==> src/rtl/mips_hazard_pkg.sv <==
// Shared types and constants for the decode-stage hazard unit: opcodes,
// scoreboard slot layout and forwarding-select encoding.
package mips_hazard_pkg;

    localparam int CNT_W_DEFAULT = 32;
    localparam int REG_FIELD_W   = 5;

    localparam logic [5:0] OP_ADD  = 6'h00;
    localparam logic [5:0] OP_ADDI = 6'h01;
    localparam logic [5:0] OP_SUB  = 6'h02;
    localparam logic [5:0] OP_SUBI = 6'h03;
    localparam logic [5:0] OP_MUL  = 6'h04;
    localparam logic [5:0] OP_MULI = 6'h05;
    localparam logic [5:0] OP_OR   = 6'h06;
    localparam logic [5:0] OP_ORI  = 6'h07;
    localparam logic [5:0] OP_AND  = 6'h08;
    localparam logic [5:0] OP_ANDI = 6'h09;
    localparam logic [5:0] OP_XOR  = 6'h0A;
    localparam logic [5:0] OP_XORI = 6'h0B;
    localparam logic [5:0] OP_LDW  = 6'h0C;
    localparam logic [5:0] OP_STW  = 6'h0D;
    localparam logic [5:0] OP_BZ   = 6'h0E;
    localparam logic [5:0] OP_BEQ  = 6'h0F;
    localparam logic [5:0] OP_JR   = 6'h10;
    localparam logic [5:0] OP_HALT = 6'h11;

    typedef struct packed {
        logic                   valid;
        logic [REG_FIELD_W-1:0] dest;
        logic                   is_load;
    } sb_entry_t;

    localparam sb_entry_t SB_BUBBLE = '0;

    typedef enum logic [1:0] {
        FWD_RF    = 2'd0,
        FWD_EXMEM = 2'd1,
        FWD_MEMWB = 2'd2
    } fwd_sel_e;

endpackage

==> src/rtl/mips_reg_usage_decode.sv <==
// Combinational opcode decoder: which register fields an instruction reads,
// which one it writes, and whether it is a load.
module mips_reg_usage_decode
    import mips_hazard_pkg::*;
#(
    parameter int RW = 5
) (
    input  logic [31:0]            instr,
    output logic                   uses_rs,
    output logic                   uses_rt,
    output logic [REG_FIELD_W-1:0] rs,
    output logic [REG_FIELD_W-1:0] rt,
    output logic [REG_FIELD_W-1:0] dest,
    output logic                   has_dest,
    output logic                   is_load
);

    // Narrower register files ignore the upper bits of each 5-bit field.
    localparam logic [REG_FIELD_W-1:0] FIELD_MASK = REG_FIELD_W'((1 << RW) - 1);

    logic [5:0]             opcode;
    logic [REG_FIELD_W-1:0] rd;
    logic                   unused_imm;

    assign opcode     = instr[31:26];
    assign rs         = instr[25:21] & FIELD_MASK;
    assign rt         = instr[20:16] & FIELD_MASK;
    assign rd         = instr[15:11] & FIELD_MASK;
    assign unused_imm = ^instr[10:0];

    always_comb begin
        uses_rs = 1'b0;
        uses_rt = 1'b0;
        dest    = '0;
        is_load = 1'b0;
        case (opcode)
            OP_ADD, OP_SUB, OP_MUL, OP_OR, OP_AND, OP_XOR: begin
                uses_rs = 1'b1;
                uses_rt = 1'b1;
                dest    = rd;
            end
            OP_ADDI, OP_SUBI, OP_MULI, OP_ORI, OP_ANDI, OP_XORI: begin
                uses_rs = 1'b1;
                dest    = rt;
            end
            OP_LDW: begin
                uses_rs = 1'b1;
                dest    = rt;
                is_load = 1'b1;
            end
            OP_STW, OP_BEQ: begin
                uses_rs = 1'b1;
                uses_rt = 1'b1;
            end
            OP_BZ, OP_JR: begin
                uses_rs = 1'b1;
            end
            default: begin
            end
        endcase
    end

    // Writes to r0 are discarded, so they never create a dependency.
    assign has_dest = (dest != '0);

endmodule

==> src/rtl/mips_hazard_unit.sv <==
// Decode-stage RAW hazard detector: tracks in-flight destinations for
// EX/MEM/WB, stalls ID, optionally registers forwarding selects, counts stalls.
module mips_hazard_unit
    import mips_hazard_pkg::*;
#(
    parameter int REG_NUM    = 32,
    parameter int FORWARDING = 0,
    parameter int CNT_W      = CNT_W_DEFAULT
) (
    input  logic             clk,
    input  logic             reset,
    input  logic             id_valid,
    input  logic [31:0]      id_instr,
    input  logic             flush,
    output logic             id_stall,
    output logic [1:0]       fwd_a_sel,
    output logic [1:0]       fwd_b_sel,
    output logic [CNT_W-1:0] stall_count,
    output logic [CNT_W-1:0] hazard_count
);

    localparam int RW = $clog2(REG_NUM);

    logic                   uses_rs, uses_rt, has_dest, is_load;
    logic [REG_FIELD_W-1:0] rs, rt, dest;

    sb_entry_t  ex_q, ex_d, mem_q, mem_d, wb_q, wb_d;
    fwd_sel_e   fwd_a_q, fwd_a_d, fwd_b_q, fwd_b_d;
    logic       stalled_q, stalled_d;
    logic [CNT_W-1:0] stall_count_q, stall_count_d;
    logic [CNT_W-1:0] hazard_count_q, hazard_count_d;

    logic ex_hit_rs, ex_hit_rt, mem_hit_rs, mem_hit_rt;
    logic raw, issue;
    logic unused_wb;

    mips_reg_usage_decode #(.RW(RW)) u_decode (
        .instr    (id_instr),
        .uses_rs  (uses_rs),
        .uses_rt  (uses_rt),
        .rs       (rs),
        .rt       (rt),
        .dest     (dest),
        .has_dest (has_dest),
        .is_load  (is_load)
    );

    // WB is tracked but never consulted: the regfile writes before it reads.
    assign unused_wb = ^wb_q;

    always_comb begin
        ex_hit_rs  = uses_rs && ex_q.valid  && (ex_q.dest  == rs);
        ex_hit_rt  = uses_rt && ex_q.valid  && (ex_q.dest  == rt);
        mem_hit_rs = uses_rs && mem_q.valid && (mem_q.dest == rs);
        mem_hit_rt = uses_rt && mem_q.valid && (mem_q.dest == rt);
        if (FORWARDING != 0) begin
            raw = (ex_hit_rs || ex_hit_rt) && ex_q.is_load;
        end else begin
            raw = ex_hit_rs || ex_hit_rt || mem_hit_rs || mem_hit_rt;
        end
        id_stall = id_valid && !flush && raw;
        issue    = id_valid && !flush && !raw;
    end

    always_comb begin
        ex_d         = SB_BUBBLE;
        ex_d.valid   = issue && has_dest;
        ex_d.dest    = (issue && has_dest) ? dest : '0;
        ex_d.is_load = issue && has_dest && is_load;
        mem_d        = ex_q;
        wb_d         = mem_q;

        // The youngest producer (EX) takes priority over the older one in MEM.
        fwd_a_d = FWD_RF;
        fwd_b_d = FWD_RF;
        if (FORWARDING != 0 && issue) begin
            if (ex_hit_rs)       fwd_a_d = FWD_EXMEM;
            else if (mem_hit_rs) fwd_a_d = FWD_MEMWB;
            if (ex_hit_rt)       fwd_b_d = FWD_EXMEM;
            else if (mem_hit_rt) fwd_b_d = FWD_MEMWB;
        end

        if (issue || flush)  stalled_d = 1'b0;
        else if (id_stall)   stalled_d = 1'b1;
        else                 stalled_d = stalled_q;

        stall_count_d  = stall_count_q + {{(CNT_W-1){1'b0}}, id_stall};
        hazard_count_d = hazard_count_q + {{(CNT_W-1){1'b0}}, (id_stall && !stalled_q)};
    end

    always_ff @(posedge clk or posedge reset) begin
        if (reset) begin
            ex_q           <= SB_BUBBLE;
            mem_q          <= SB_BUBBLE;
            wb_q           <= SB_BUBBLE;
            fwd_a_q        <= FWD_RF;
            fwd_b_q        <= FWD_RF;
            stalled_q      <= 1'b0;
            stall_count_q  <= '0;
            hazard_count_q <= '0;
        end else begin
            ex_q           <= ex_d;
            mem_q          <= mem_d;
            wb_q           <= wb_d;
            fwd_a_q        <= fwd_a_d;
            fwd_b_q        <= fwd_b_d;
            stalled_q      <= stalled_d;
            stall_count_q  <= stall_count_d;
            hazard_count_q <= hazard_count_d;
        end
    end

    assign fwd_a_sel    = fwd_a_q;
    assign fwd_b_sel    = fwd_b_q;
    assign stall_count  = stall_count_q;
    assign hazard_count = hazard_count_q;

endmodule

==> config.mk <==
export PLATFORM = sky130hd
export DESIGN_NAME = mips_hazard_unit
export DESIGN_NICKNAME = d
export VERILOG_FILES = /design/src/rtl/mips_hazard_pkg.sv /design/src/rtl/mips_reg_usage_decode.sv /design/src/rtl/mips_hazard_unit.sv
export SDC_FILE = /design/constraint.sdc
export NUM_CORES = 1
export LEC_CHECK = 0
export CORE_MARGIN = 3
export CORE_UTILIZATION = 44
export CTS_CLUSTER_SIZE = 8
export DETAILED_ROUTE_END_ITERATION = 10
export GPL_TIMING_DRIVEN = 1
export PLACE_DENSITY = 0.8
export SETUP_SLACK_MARGIN = 0.3
export SLEW_MARGIN = 20
export SYNTH_ARGS = -nofsm -noshare
export SYNTH_HDL_FRONTEND = slang
export SYNTH_HIERARCHICAL = 1
export SYNTH_SLANG_ARGS = --single-unit
export TNS_END_PERCENT = 100
==> constraint.sdc <==
create_clock -name clk -period 2.7 [get_ports clk]
set_clock_uncertainty 0.1 [all_clocks]
set_input_delay 0.54 -clock clk [delete_from_list [all_inputs] [get_ports clk]]
set_output_delay 0.54 -clock clk [all_outputs]
set_load 0.01 [all_outputs]
## Word level (Yosys, flattened, before mapping)

Cells that the tools add are included.

| word-level totals | value |
|---|---|
| input port bits | 36 |
| word-level logic and storage cells | 62 |
| output and inout port bits | 69 |
| bits in registers | 77 |

| operators by class | value |
|---|---|
| eq/ne operators | 20 |
| add/sub/neg operators | 2 |
| reductions and logical operators | 27 |
| muxes and demuxes | 6 |

Operator list:

| operator | number |
|---|---|
| $add A32 B1 Y32 | 2 |
| $eq A6 B4 Y1 const B | 8 |
| $eq A6 B3 Y1 const B | 4 |
| $eq A5 B5 Y1 | 4 |
| $reduce_or A17 Y1 | 1 |
| $logic_and A1 B1 Y1 | 13 |
| $eq A6 B2 Y1 const B | 2 |
| $pmux W5 S2 | 1 |
| $reduce_or A8 Y1 | 1 |
| $reduce_or A7 Y1 | 1 |
| $eq A6 B1 Y1 const B | 1 |
| $eq A6 B5 Y1 const B | 1 |
| $logic_not A6 Y1 | 1 |
| $reduce_or A6 Y1 | 1 |
| $mux W5 | 1 |
| $reduce_bool A5 Y1 | 1 |
| $logic_or A1 B1 Y1 | 4 |
| $mux W1 | 4 |
| $logic_not A1 Y1 | 3 |
| $reduce_bool A2 Y1 | 1 |

## Depth between registers and ports, before layout

Gate-level depths: netlist (run 1).

| logic depth | value |
|---|---|
| word-level depth | 12 |
| gate-level depth with buffers | 12 |
| depth with buffers taken out | 12 |

## Cells and area by module

Netlist (run 1), hierarchy kept.

Modules (own cells, without submodules):

| module | cells an instance | area each (µm²) | sequential area each (µm²) | instances |
|---|---|---|---|---|
| mips_hazard_unit | 313 | 3,563.4 | 1,926.8 | 1 |
| mips_reg_usage_decode | 33 | 260.2 | 0.0 | 1 |

## Worst setup path after synthesis (run 1)

OpenSTA, ideal clock, no wires.

| timing path | value |
|---|---|
| path type | in2reg |
| start point | input port id_instr[27] |
| end point | register stall_count_q[20], in the netlist stall_count[20] |
| cell stages on the path | 11 |
| arrival | 3.040 ns |
| data required time | 2.521 ns |
| library setup time | 0.079 ns |
| slack | -0.520 ns |
| path buffers | 0 |
| cells stage by stage | or4_1 > a21oi_1 > nand3_1 > o22a_1 > a21oi_1 > ha_1 > ha_1 > and2_1 > nand4_4 > nor4_1 > xor2_1 |

| on the way | value |
|---|---|
| word-level cells in the longest chain between the ends | 10 |
| elaborated cells on any way between the ends | 34 |
| classes of those cells | 1 x add/sub; 16 x eq/ne; 2 x mux; 15 x reduce/logical |

RTL lines:

| element | line | text |
|---|---|---|
| start, declared | mips_hazard_unit.sv:13 | `input logic [31:0] id_instr,` |
| $eq A6 B4 Y1, or another cell as far along | mips_reg_usage_decode.sv:36 | `case (opcode)` |
| $reduce_or A17 Y1 (no source line) * | - |  |
| $mux W1 * | mips_reg_usage_decode.sv:36 |  |
| via uses_rs | mips_hazard_unit.sv:24 | `logic uses_rs, uses_rt, has_dest, is_load;` |
| $logic_and A1 B1 Y1 (2 in a row) | mips_hazard_unit.sv:52 | `ex_hit_rs = uses_rs && ex_q.valid && (ex_q.dest == rs);` |
| $logic_or A1 B1 Y1 | mips_hazard_unit.sv:59 | `raw = ex_hit_rs \|\| ex_hit_rt \|\| mem_hit_rs \|\| mem_hit_rt;` |
| $logic_or A1 B1 Y1 * (2 in a row) | mips_hazard_unit.sv:59 |  |
| $logic_and A1 B1 Y1 * | mips_hazard_unit.sv:61 | `id_stall = id_valid && !flush && raw;` |
| via id_stall | mips_hazard_unit.sv:15 | `output logic id_stall,` |
| $add A32 B1 Y32 * | mips_hazard_unit.sv:87 | `stall_count_d = stall_count_q + {{(CNT_W-1){1'b0}}, id_stall};` |
| via stall_count_d[20] | mips_hazard_unit.sv:30 | `logic [CNT_W-1:0] stall_count_q, stall_count_d;` |
| end signal, assigned | mips_hazard_unit.sv:108 | `stall_count_q <= stall_count_d;` |
| end, declared | mips_hazard_unit.sv:30 |  |

The timed path passes the listed nets; every way through them passes the cells marked *.
A chain may end at the register's enable or synchronous reset.

## Worst setup path in the final report (run 1)

| timing path | value |
|---|---|
| start point | input port id_instr[26] |
| end point | register hazard_count_q[16], in the netlist hazard_count[16] |

| on the way | value |
|---|---|
| word-level cells in the longest chain between the ends | 11 |
| elaborated cells on any way between the ends | 35 |
| classes of those cells | 1 x add/sub; 16 x eq/ne; 2 x mux; 16 x reduce/logical |

RTL lines:

| element | line | text |
|---|---|---|
| $eq A6 B4 Y1, or another cell as far along | mips_reg_usage_decode.sv:36 |  |
| $reduce_or A17 Y1 (no source line) * | - |  |
| $mux W1 * | mips_reg_usage_decode.sv:36 |  |
| via uses_rs | mips_hazard_unit.sv:24 |  |
| $logic_and A1 B1 Y1 (2 in a row) | mips_hazard_unit.sv:52 |  |
| $logic_or A1 B1 Y1 | mips_hazard_unit.sv:59 |  |
| $logic_or A1 B1 Y1 * (2 in a row) | mips_hazard_unit.sv:59 |  |
| $logic_and A1 B1 Y1 * | mips_hazard_unit.sv:61 |  |
| $logic_and A1 B1 Y1 * | mips_hazard_unit.sv:88 | `hazard_count_d = hazard_count_q + {{(CNT_W-1){1'b0}}, (id_stall && !stalled_q)};` |
| $add A32 B1 Y32 * | mips_hazard_unit.sv:88 |  |
| via hazard_count_d[16] | mips_hazard_unit.sv:31 | `logic [CNT_W-1:0] hazard_count_q, hazard_count_d;` |
| end signal, assigned | mips_hazard_unit.sv:109 | `hazard_count_q <= hazard_count_d;` |
| end, declared | mips_hazard_unit.sv:31 |  |

Marks and branches as above.

==> run_results.csv, run 1 <==
group,metric,value,unit
grt,gr-usage-all-layers,21.34,%
power_and_ir_drop,total_leakage_power,0.002802,uW
route,drtPass1Iterations,4,
sta,fmax,318.6,MHz
critical_path,startpoint_type,"input port",
sta,min_period,3.139,ns
finish,finalNetCount,532,
grt,grt_pass1_vias,3393,
sta,fin_tns_setup,-14.90,ns
clocking,clk_pin_slew,0.08,ns
sta,setup-violations-final,59,
route,drtIter0Drc,113,
finish,fin_area,6086,um2
critical_path,worst_r2r_path_depth,13,
floorplanning,core,8299,um2
status,status,"complete, but fails checks",
floorplanning,die-area,9827,um2
sta,rsz0062_at_grt,"true",
critical_path,required,2.85,ns
grt,grt_most_used_layer,"met2",
clocking,htreeDepth,3,
route,routedWlPerCell,17.51,um
floorplanning,io_pins,105,
yosys,postSynthAreaPerCell,11.06,um2
place,detailed_place_hpwl,6531,um
hold_path,hold_path_depth,0,
sta,timing.final.crit_share,116.3,%
finish,area_growth,59.48,%
grt,grt_pass1_wl,16850,um
grt,grt_max_degree,78,
clocking,cts.root.buffer_cell,"clkbuf_8",
place,postPlaceCellArea,5192,um2
floorplanning,die_y,99.13,um
critical_path,critPathKind,"in2reg",
sta,finalHoldViolCount,0,
clocking,cts.path.max_buffers,2,
yosys,netlist_instances,345,
yosys,syn_area,3816,um2
run,maxCapViolCount,0,
status,violations,"negative setup slack",
route,via_count,3312,
sta,maxSlewViolCount,0,
power_and_ir_drop,ir_worst_vdd,274.3,uV
route,vias_per_cell,5.511,
grt,antenna_found_initial,0,
clocking,clkSinkCount,77,
critical_path,worstSetupEndpointType,"flip-flop",
finish,num_antenna_cells,0,
route,routed_wl,10520,um
yosys,yosysWarnings,6,
critical_path,arrival,3.29,ns
finish,nFillCells,533,
power_and_ir_drop,powerDensity,370.0,nW/um2
clocking,tritoncts,"built",
sta,worst_slack,-0.4390,ns
clocking,worstSkewPairLatency,0.33,ns
grt,use_met3,3.787,%
clocking,cts_buffers,9,
floorplanning,die_w,99.13,um
finish,drive_above_1_share,32.66,%
floorplanning,fp-row-count,33,
critical_path,path_max_fanout,4,
grt,use_met1,27.79,%
place,port_buffers,89,
route,ant_nets,0,
grt,overflow,0,
clocking,ctsHoldBuffers,0,
route,drc,0,
grt,met2_usage,35.02,%
floorplanning,initial_utilization,45.98,%
place,gp_congestion,0.8697,
hold_path,hp-class,"reg2reg",
==> flip-flops by register name (all words and copies together), names as in the netlist <==
register / flops
ex_q: 6
hazard_count: 32
mem_q: 6
stall_count: 32
stalled_q: 1
==> per-stage QoR <==
stage | instances | util (%) | setup slack [ns] | power (uW) | hold slack [ns]
final | 601 | 73.33 | -0.4390 | 2252 | 0.3441
after floorplan | 348 | - | -0.3527 | 1253 | 0.2742
after global placement | 555 | 62.57 | -0.8853 | 1319 | 0.2847
after CTS | 588 | 70.06 | -0.3241 | 2253 | 0.3234
after global routing | 601 | 73.33 | -0.5580 | 2334 | 0.3506
after detailed placement | 555 | 62.57 | -0.9741 | 1322 | 0.2878
==> per-layer routing <==
metal  vias up  part of all wire [%]
met3        39                   5.3
met4         0                   3.5
met1      1629                    42
li1       1506                     -
met5         -                     0
met2       138                    49
==> power breakdown <==
part           leakage, uW  switching [uW]  internal [uW]
logic              0.00163            74.9           73.2
registers          0.00107            3.25           1150
clock network     0.000105             406            540
==> worst max-delay path, cell delays in order <==
cell and delay, ns:
buf_6 0.09, or4_4 0.53, a21oi_4 0.18, nand3_2 0.11, o22a_1 0.21, buf_6 0.14, a211oi_4 0.24, ha_2 0.25
ha_4 0.16, nand2_4 0.06, buf_6 0.13, nor2_4 0.18, buf_6 0.17, nand3_2 0.09, xnor2_1 0.19
==> cell usage in the layout (no fill, tap or decap), types with 10 or more instances in the layout <==
| cell type | n |
|---|---|
| xnor2_1 | 53 |
| nand3_2 | 13 |
| clkbuf_8 | 10 |
| xor2_1 | 21 |
| nand2_1 | 13 |
| buf_6 | 25 |
| and3_1 | 11 |
| buf_4 | 36 |
| clkdlybuf4s50_1 | 76 |
| dfrtp_1 | 77 |
| nand4_1 | 22 |
==> final timing paths <==
check / slack, ns / startpoint / endpoint
max: -0.44 / id_instr[26] / hazard_count[16]
min: 0.34 / ex_q[5] / mem_q[5]
max reg2reg: -0.19 / ex_q[4] / hazard_count[16]
min reg2reg: 0.34 / ex_q[5] / mem_q[5]
max in group asynchronous: 1.60 / reset / hazard_count[6]
min in group asynchronous: 0.56 / reset / stall_count[15]
==> timing repair <==
action	CTS	global route
endpoints found under the setup margin	65	62
setup buffers	15	13
gates resized for setup	77	38
pin swaps	41	47
cloned	3	0
hold endpoints to repair	0	0
==> final cells by class <==
cell class / instances / area (um2) / share of cell area (%)
multi-input cells: 246 / 2307 / 37.91
flip-flops and latches: 77 / 1927 / 31.66
repair buffers: 150 / 1473 / 24.20
clock buffers: 11 / 141.4 / 2.323
well taps: 105 / 131.4 / 2.159
clock inverters: 4 / 72.57 / 1.192
inverters: 8 / 33.78 / 0.5551
No activity file was read; power rests on OpenSTA's default activity.
==> run 2, diff against run 1 <==
--- a/config.mk
+++ b/config.mk
@@ -6,10 +6,10 @@
 export NUM_CORES = 1
 export LEC_CHECK = 0
-export CORE_MARGIN = 3
-export CORE_UTILIZATION = 44
+export CORE_MARGIN = 2
+export CORE_UTILIZATION = 25
 export CTS_CLUSTER_SIZE = 8
 export DETAILED_ROUTE_END_ITERATION = 10
 export GPL_TIMING_DRIVEN = 1
-export PLACE_DENSITY = 0.8
+export PLACE_DENSITY = 0.52
 export SETUP_SLACK_MARGIN = 0.3
 export SLEW_MARGIN = 20
==> constraint.sdc (replaced) <==
create_clock -name clk -period 2.7 [get_ports clk]
set_clock_uncertainty 0.1 [all_clocks]
set_input_delay 0.675 -clock clk [delete_from_list [all_inputs] [get_ports clk]]
set_output_delay 0.675 -clock clk [all_outputs]
set_load 0.01 [all_outputs]
==> run 2 against run 1 <==
The run still ends with negative setup slack left. Worst hold slack worse by 0.0094 ns. Largest power group is now clock. Die area up 66%. Sequential power about the same. Critical path type unchanged. Critical endpoint is now stall_count[26].
==> run_results.csv, run 2 (synthesis results as in run 1) <==
group,metric,value,unit
floorplanning,die-area,16270,um2
route,drc,0,
critical_path,required,2.86,ns
grt,gr-usage-all-layers,12.71,%
floorplanning,die_w,127.6,um
critical_path,r2r_slack,0.04,ns
route,routedWlPerCell,14.75,um
power_and_ir_drop,ir_worst_vdd,288.5,uV
finish,num_antenna_cells,0,
sta,max_slew.worst_pin.slew,0.5343,ns
grt,antenna_found_initial,0,
finish,finalNetCount,522,
grt,grt_max_degree,34,
route,vias_per_cell,4.641,
route,drtIter0Drc,158,
critical_path,path_cells,"buf_8 > or4_4 > a21oi_4 > nand3_2 > o22a_1 > a21oi_2 > ha_2 > ha_4 > and2_4 > nand4_4 > buf_4 > buf_6 > nor4_4 > xor2_1",
clocking,clkSinkCount,77,
finish,post-route-util,40.21,%
sta,min_period,3.074,ns
route,ant_nets,0,
route,via_count,3133,
place,detailed_place_hpwl,7096,um
sta,maxSlewViolCount,0,
clocking,cts_buffers,9,
status,violations,"negative setup slack",
clocking,worstSkewPairLatency,0.34,ns
place,place_ws,-1.117,ns
run,maxCapViolCount,0,
critical_path,path_max_fanout,4,
clocking,tritoncts,"built",
finish,layout_common_cells,"dfrtp_1, clkdlybuf4s50_1, xnor2_1",
clocking,ctsHoldBuffers,0,
critical_path,reg2reg_from,"ex_q[2]",
grt,grt_pass1_vias,3174,
place,gp_congestion,0.8289,
floorplanning,die_y,127.6,um
critical_path,arrival,3.24,ns
route,routed_wl,9957,um
grt,overflow,0,
critical_path,cpMaxStageDelayCell,"or4_4",
clocking,clk_pin_slew,0.06,ns
sta,max_slew_margin,64.31,%
power_and_ir_drop,total_leakage_power,0.002739,uW
floorplanning,initial_utilization,25.38,%
finish,drive_above_1_share,27.52,%
hold_path,hold_end,"mem_q[1]",
finish,final_cells,675,
place,placed_cells,642,
clocking,cts.root.buffer_cell,"clkbuf_16",
hold_path,hp-class,"reg2reg",
floorplanning,fp-row-count,45,
power_and_ir_drop,powerDensity,437.7,nW/um2
sta,rsz0062_at_grt,"true",
hold_path,min_from,"ex_q[1]",
floorplanning,io_pins,105,
critical_path,path_delay_family,"simple AND/OR/NAND/NOR gates",
sta,setup-violations-final,55,
status,status,"complete, but fails checks",
critical_path,worstSetupEndpointType,"flip-flop",
hold_path,hold_path_depth,0,
critical_path,critPathMaxStageDelay,0.54,ns
critical_path,worst-path-buf-inv,3,
critical_path,worst_r2r_path_depth,12,
grt,grt_pass1_wl,16280,um
critical_path,startpoint_type,"input port",
sta,finalHoldViolCount,0,
place,port_buffers,89,
sta,timing.final.crit_share,113.9,%
sta,worst_slack,-0.3740,ns
sta,fmax,325.3,MHz
clocking,cts.path.max_buffers,2,
finish,area_growth,58.39,%
route,drtPass1Iterations,4,
critical_path,r2r-end,"stall_count[26]",
critical_path,critPathKind,"in2reg",
clocking,htreeDepth,3,
floorplanning,core,15030,um2
run 2: where the power goes:
group | leakage (uW) | switching, uW | internal [uW]
Sequential | 0.00107 | 2.53 | 1160
Combinational | 0.00151 | 73.2 | 78.6
Clock | 0.000163 | 477 | 857
run 2: worst max path at each step:
stage                             from         endpoint  slack [ns]  depth (start not counted)
after global placement    id_instr[27]  stall_count[20]       -1.06                         12
after CTS                 id_instr[29]  stall_count[26]       -0.36                         13
final                     id_instr[26]  stall_count[26]       -0.37                         14
after floorplan           id_instr[27]  stall_count[20]       -0.49                         11
after global routing      id_instr[26]  stall_count[24]       -0.50                         13
after detailed placement  id_instr[26]  stall_count[20]       -1.12                         12
run 2: cell type report:
| cell class | instances | area [um2] |
|---|---|---|
| clock inverter | 4 | 70.07 |
| timing repair buffer | 141 | 1399 |
| tap | 188 | 235.2 |
| multi-input combinational | 245 | 2123 |
| clock buffer | 12 | 256.5 |
| fill | 1453 | 8989 |
| sequential | 77 | 1927 |
| inverter | 8 | 33.78 |
run 2: repair_timing:
action | in CTS | in global routing
endpoints found under the hold margin | 0 | 0
pin swaps | 23 | 25
endpoints found under the setup margin | 65 | 62
setup buffers | 8 | 8
resized for setup | 58 | 20
gates cloned | 1 | 0
run 2: per-stage QoR:
| stage | TNS (ns) | hold WS (ns) | cell area [um2] | power (uW) |
|---|---|---|---|---|
| 2_1_floorplan | -15.02 | 0.2742 | 4046 | 1253 |
| 3_3_place_gp | -55.73 | 0.3049 | 5339 | 1329 |
| 3_5_place_dp | -58.45 | 0.3030 | 5339 | 1331 |
| 4_1_cts | -12.32 | 0.3350 | 5904 | 2684 |
| 5_1_grt | -18.36 | 0.3472 | 6045 | 2740 |
| 6_report | -11.90 | 0.3347 | 6045 | 2645 |
run 2: routing by layer:
| metal | wire length (um) | global-route usage [%] |
|---|---|---|
| met5 | 0 | 0 |
| met4 | 211 | 6.012 |
| met3 | 564 | 3.224 |
| met2 | 4673 | 20.04 |
| met1 | 4506 | 16.33 |
==> run 3, diff against run 2 <==
- CORE_MARGIN: 2 -> 3
- GPL_TIMING_DRIVEN: 1 -> 0
- SKIP_CTS_REPAIR_TIMING: default -> 1
==> run 3 against run 2 <==
The run still ends with negative setup slack left. Clock power fell by 14%. Global-route usage fell by 1.5 points. Non-clock buffer count fell by 13. Register-to-register slack barely moved. Critical path type unchanged. Largest power group is now sequential cells.
==> run_results.csv, run 3 (synthesis results as in run 1) <==
group,metric,value,unit
route,ant_nets,0,
route,vias_per_cell,4.558,
finish,finalNetCount,509,
grt,antenna_found_initial,0,
clocking,cts_buffers,9,
power_and_ir_drop,ir_worst_vdd,313.9,uV
grt,overflow,0,
sta,max_slew_margin,64.43,%
critical_path,critPathKind,"in2reg",
sta,maxSlewViolCount,0,
route,drc,0,
clocking,htreeDepth,3,
floorplanning,io_pins,105,
critical_path,setup.worst_path.start,"id_instr[26]",
route,drtPass1Iterations,4,
grt,grt_pass1_vias,2820,
power_and_ir_drop,total_leakage_power,0.002684,uW
grt,grt_pass1_wl,14890,um
sta,min_period,3.065,ns
critical_path,startpoint_type,"input port",
critical_path,arrival,3.21,ns
place,placed_cells,618,
hold_path,hold_end,"mem_q[6]",
power_and_ir_drop,powerDensity,415.3,nW/um2
sta,fin_hold_ws,0.3233,ns
sta,worst_slack,-0.3650,ns
clocking,clk_pin_slew,0.06,ns
floorplanning,initial_utilization,25.86,%
critical_path,worst_r2r_path_depth,11,
floorplanning,die-area,16780,um2
run,maxCapViolCount,0,
critical_path,path_cells,"buf_12 > or4_4 > a21oi_4 > nand3_2 > o22a_4 > a21oi_4 > ha_4 > ha_4 > and2_4 > nand4_4 > buf_6 > nor3_4 > xor2_1",
floorplanning,die_y,129.6,um
critical_path,worstSetupEndpointType,"flip-flop",
critical_path,r2r_slack,0.05,ns
sta,finalHoldViolCount,0,
hold_path,hold_path_depth,0,
clocking,tritoncts,"built",
finish,area_growth,54.72,%
critical_path,reg2reg_from,"ex_q[3]",
finish,layout_common_cells,"dfrtp_1, clkdlybuf4s50_1, xnor2_1",
route,routed_wl,9614,um
clocking,cts.root.buffer_cell,"clkbuf_16",
hold_path,hp-class,"reg2reg",
finish,layout_commonest_cell,"dfrtp_1",
place,port_buffers,84,
sta,fmax,326.3,MHz
floorplanning,core,14750,um2
place,detailed_place_hpwl,6821,um
sta,rsz0062_at_grt,"true",
status,status,"complete, but fails checks",
finish,num_antenna_cells,0,
critical_path,critPathMaxStageDelay,0.52,ns
clocking,cts.path.max_buffers,2,
place,gp_congestion,0.7453,
sta,setup-violations-final,49,
hold_path,min_from,"ex_q[6]",
critical_path,required,2.85,ns
floorplanning,fp-row-count,44,
sta,timing.final.crit_share,113.5,%
route,via_count,2999,
floorplanning,die_w,129.6,um
grt,gr-usage-all-layers,11.20,%
status,violations,"negative setup slack",
grt,grt_max_degree,32,
finish,final_cells,658,
critical_path,path_max_fanout,5,
critical_path,r2r-end,"stall_count[18]",
clocking,clkSinkCount,77,
critical_path,cpMaxStageDelayCell,"or4_4",
route,routedWlPerCell,14.61,um
clocking,worstSkewPairLatency,0.33,ns
finish,drive_above_1_share,27.00,%
route,drtIter0Drc,100,
sta,max_slew.worst_pin.slew,0.5335,ns
-- run 3: changes by cell type in the layout (fill, tap and decap cells not counted), sizes merged --
cell / change
clkinv: -1
buf: -11
bufinv: -2
clkdlybuf4s50: -5
dlygate4sd2: -2
clkinvlp: +4
clkbuf: +1
dlymetal6s2s: +3
-- run 3: per-stage QoR --
step                worst slack (ns)  utilization, %  instance area (um2)  TNS (ns)  power (uW)
detailed placement            -1.400           34.96                 5157    -71.72        1318
global route                 -0.4286           40.02                 5904    -17.69        2565
CTS                           -1.299           36.91                 5445    -47.76        2502
finish                       -0.3650           40.02                 5904    -13.87        2452
global placement              -1.399           34.68                 5117    -69.78        1309
floorplan                    -0.4877               -                 4046    -15.02        1253
-- run 3: worst max path at each step --
stage | end | slack, ns | cells past startpoint
after floorplan | stall_count[20] | -0.49 | 11
after global placement | stall_count[21] | -1.40 | 12
after detailed placement | stall_count[21] | -1.40 | 12
after CTS | id_stall | -1.30 | 7
after global routing | hazard_count[9] | -0.43 | 13
final | stall_count[18] | -0.36 | 13
-- run 3: area by class of cell --
class	count	area [um2]
clock inverter	5	35.03
inverter	8	33.78
clock buffer	11	252.7
tap	184	230.2
timing repair buffer	109	1125
fill	1448	8850
sequential	77	1927
multi-input combinational	245	2156
buffer	19	145.1
-- run 3: per-layer routing --
| metal | wire, um | track usage [%] |
|---|---|---|
| met1 | 4403 | 14.80 |
| met2 | 4697 | 17.59 |
| met3 | 368 | 3.421 |
| met4 | 146 | 3.667 |
| met5 | 0 | 0 |
-- run 3: power breakdown --
group	total, uW	switching [uW]	internal [uW]
sequential	1160	2.50	1160
clock	1150	479	671
combinational	143	71.0	72.4
total	2450	552	1900
-- run 3: worst max-delay path: cells and delay by family --
family | cells | cell delay, ns
AOI/OAI and AO/OA | 3 | 0.63
and+or+nand+nor | 5 | 1.11
xor gates and xnor gates | 1 | 0.18
buffers and inverters | 2 | 0.30
adders and majority gates | 2 | 0.31
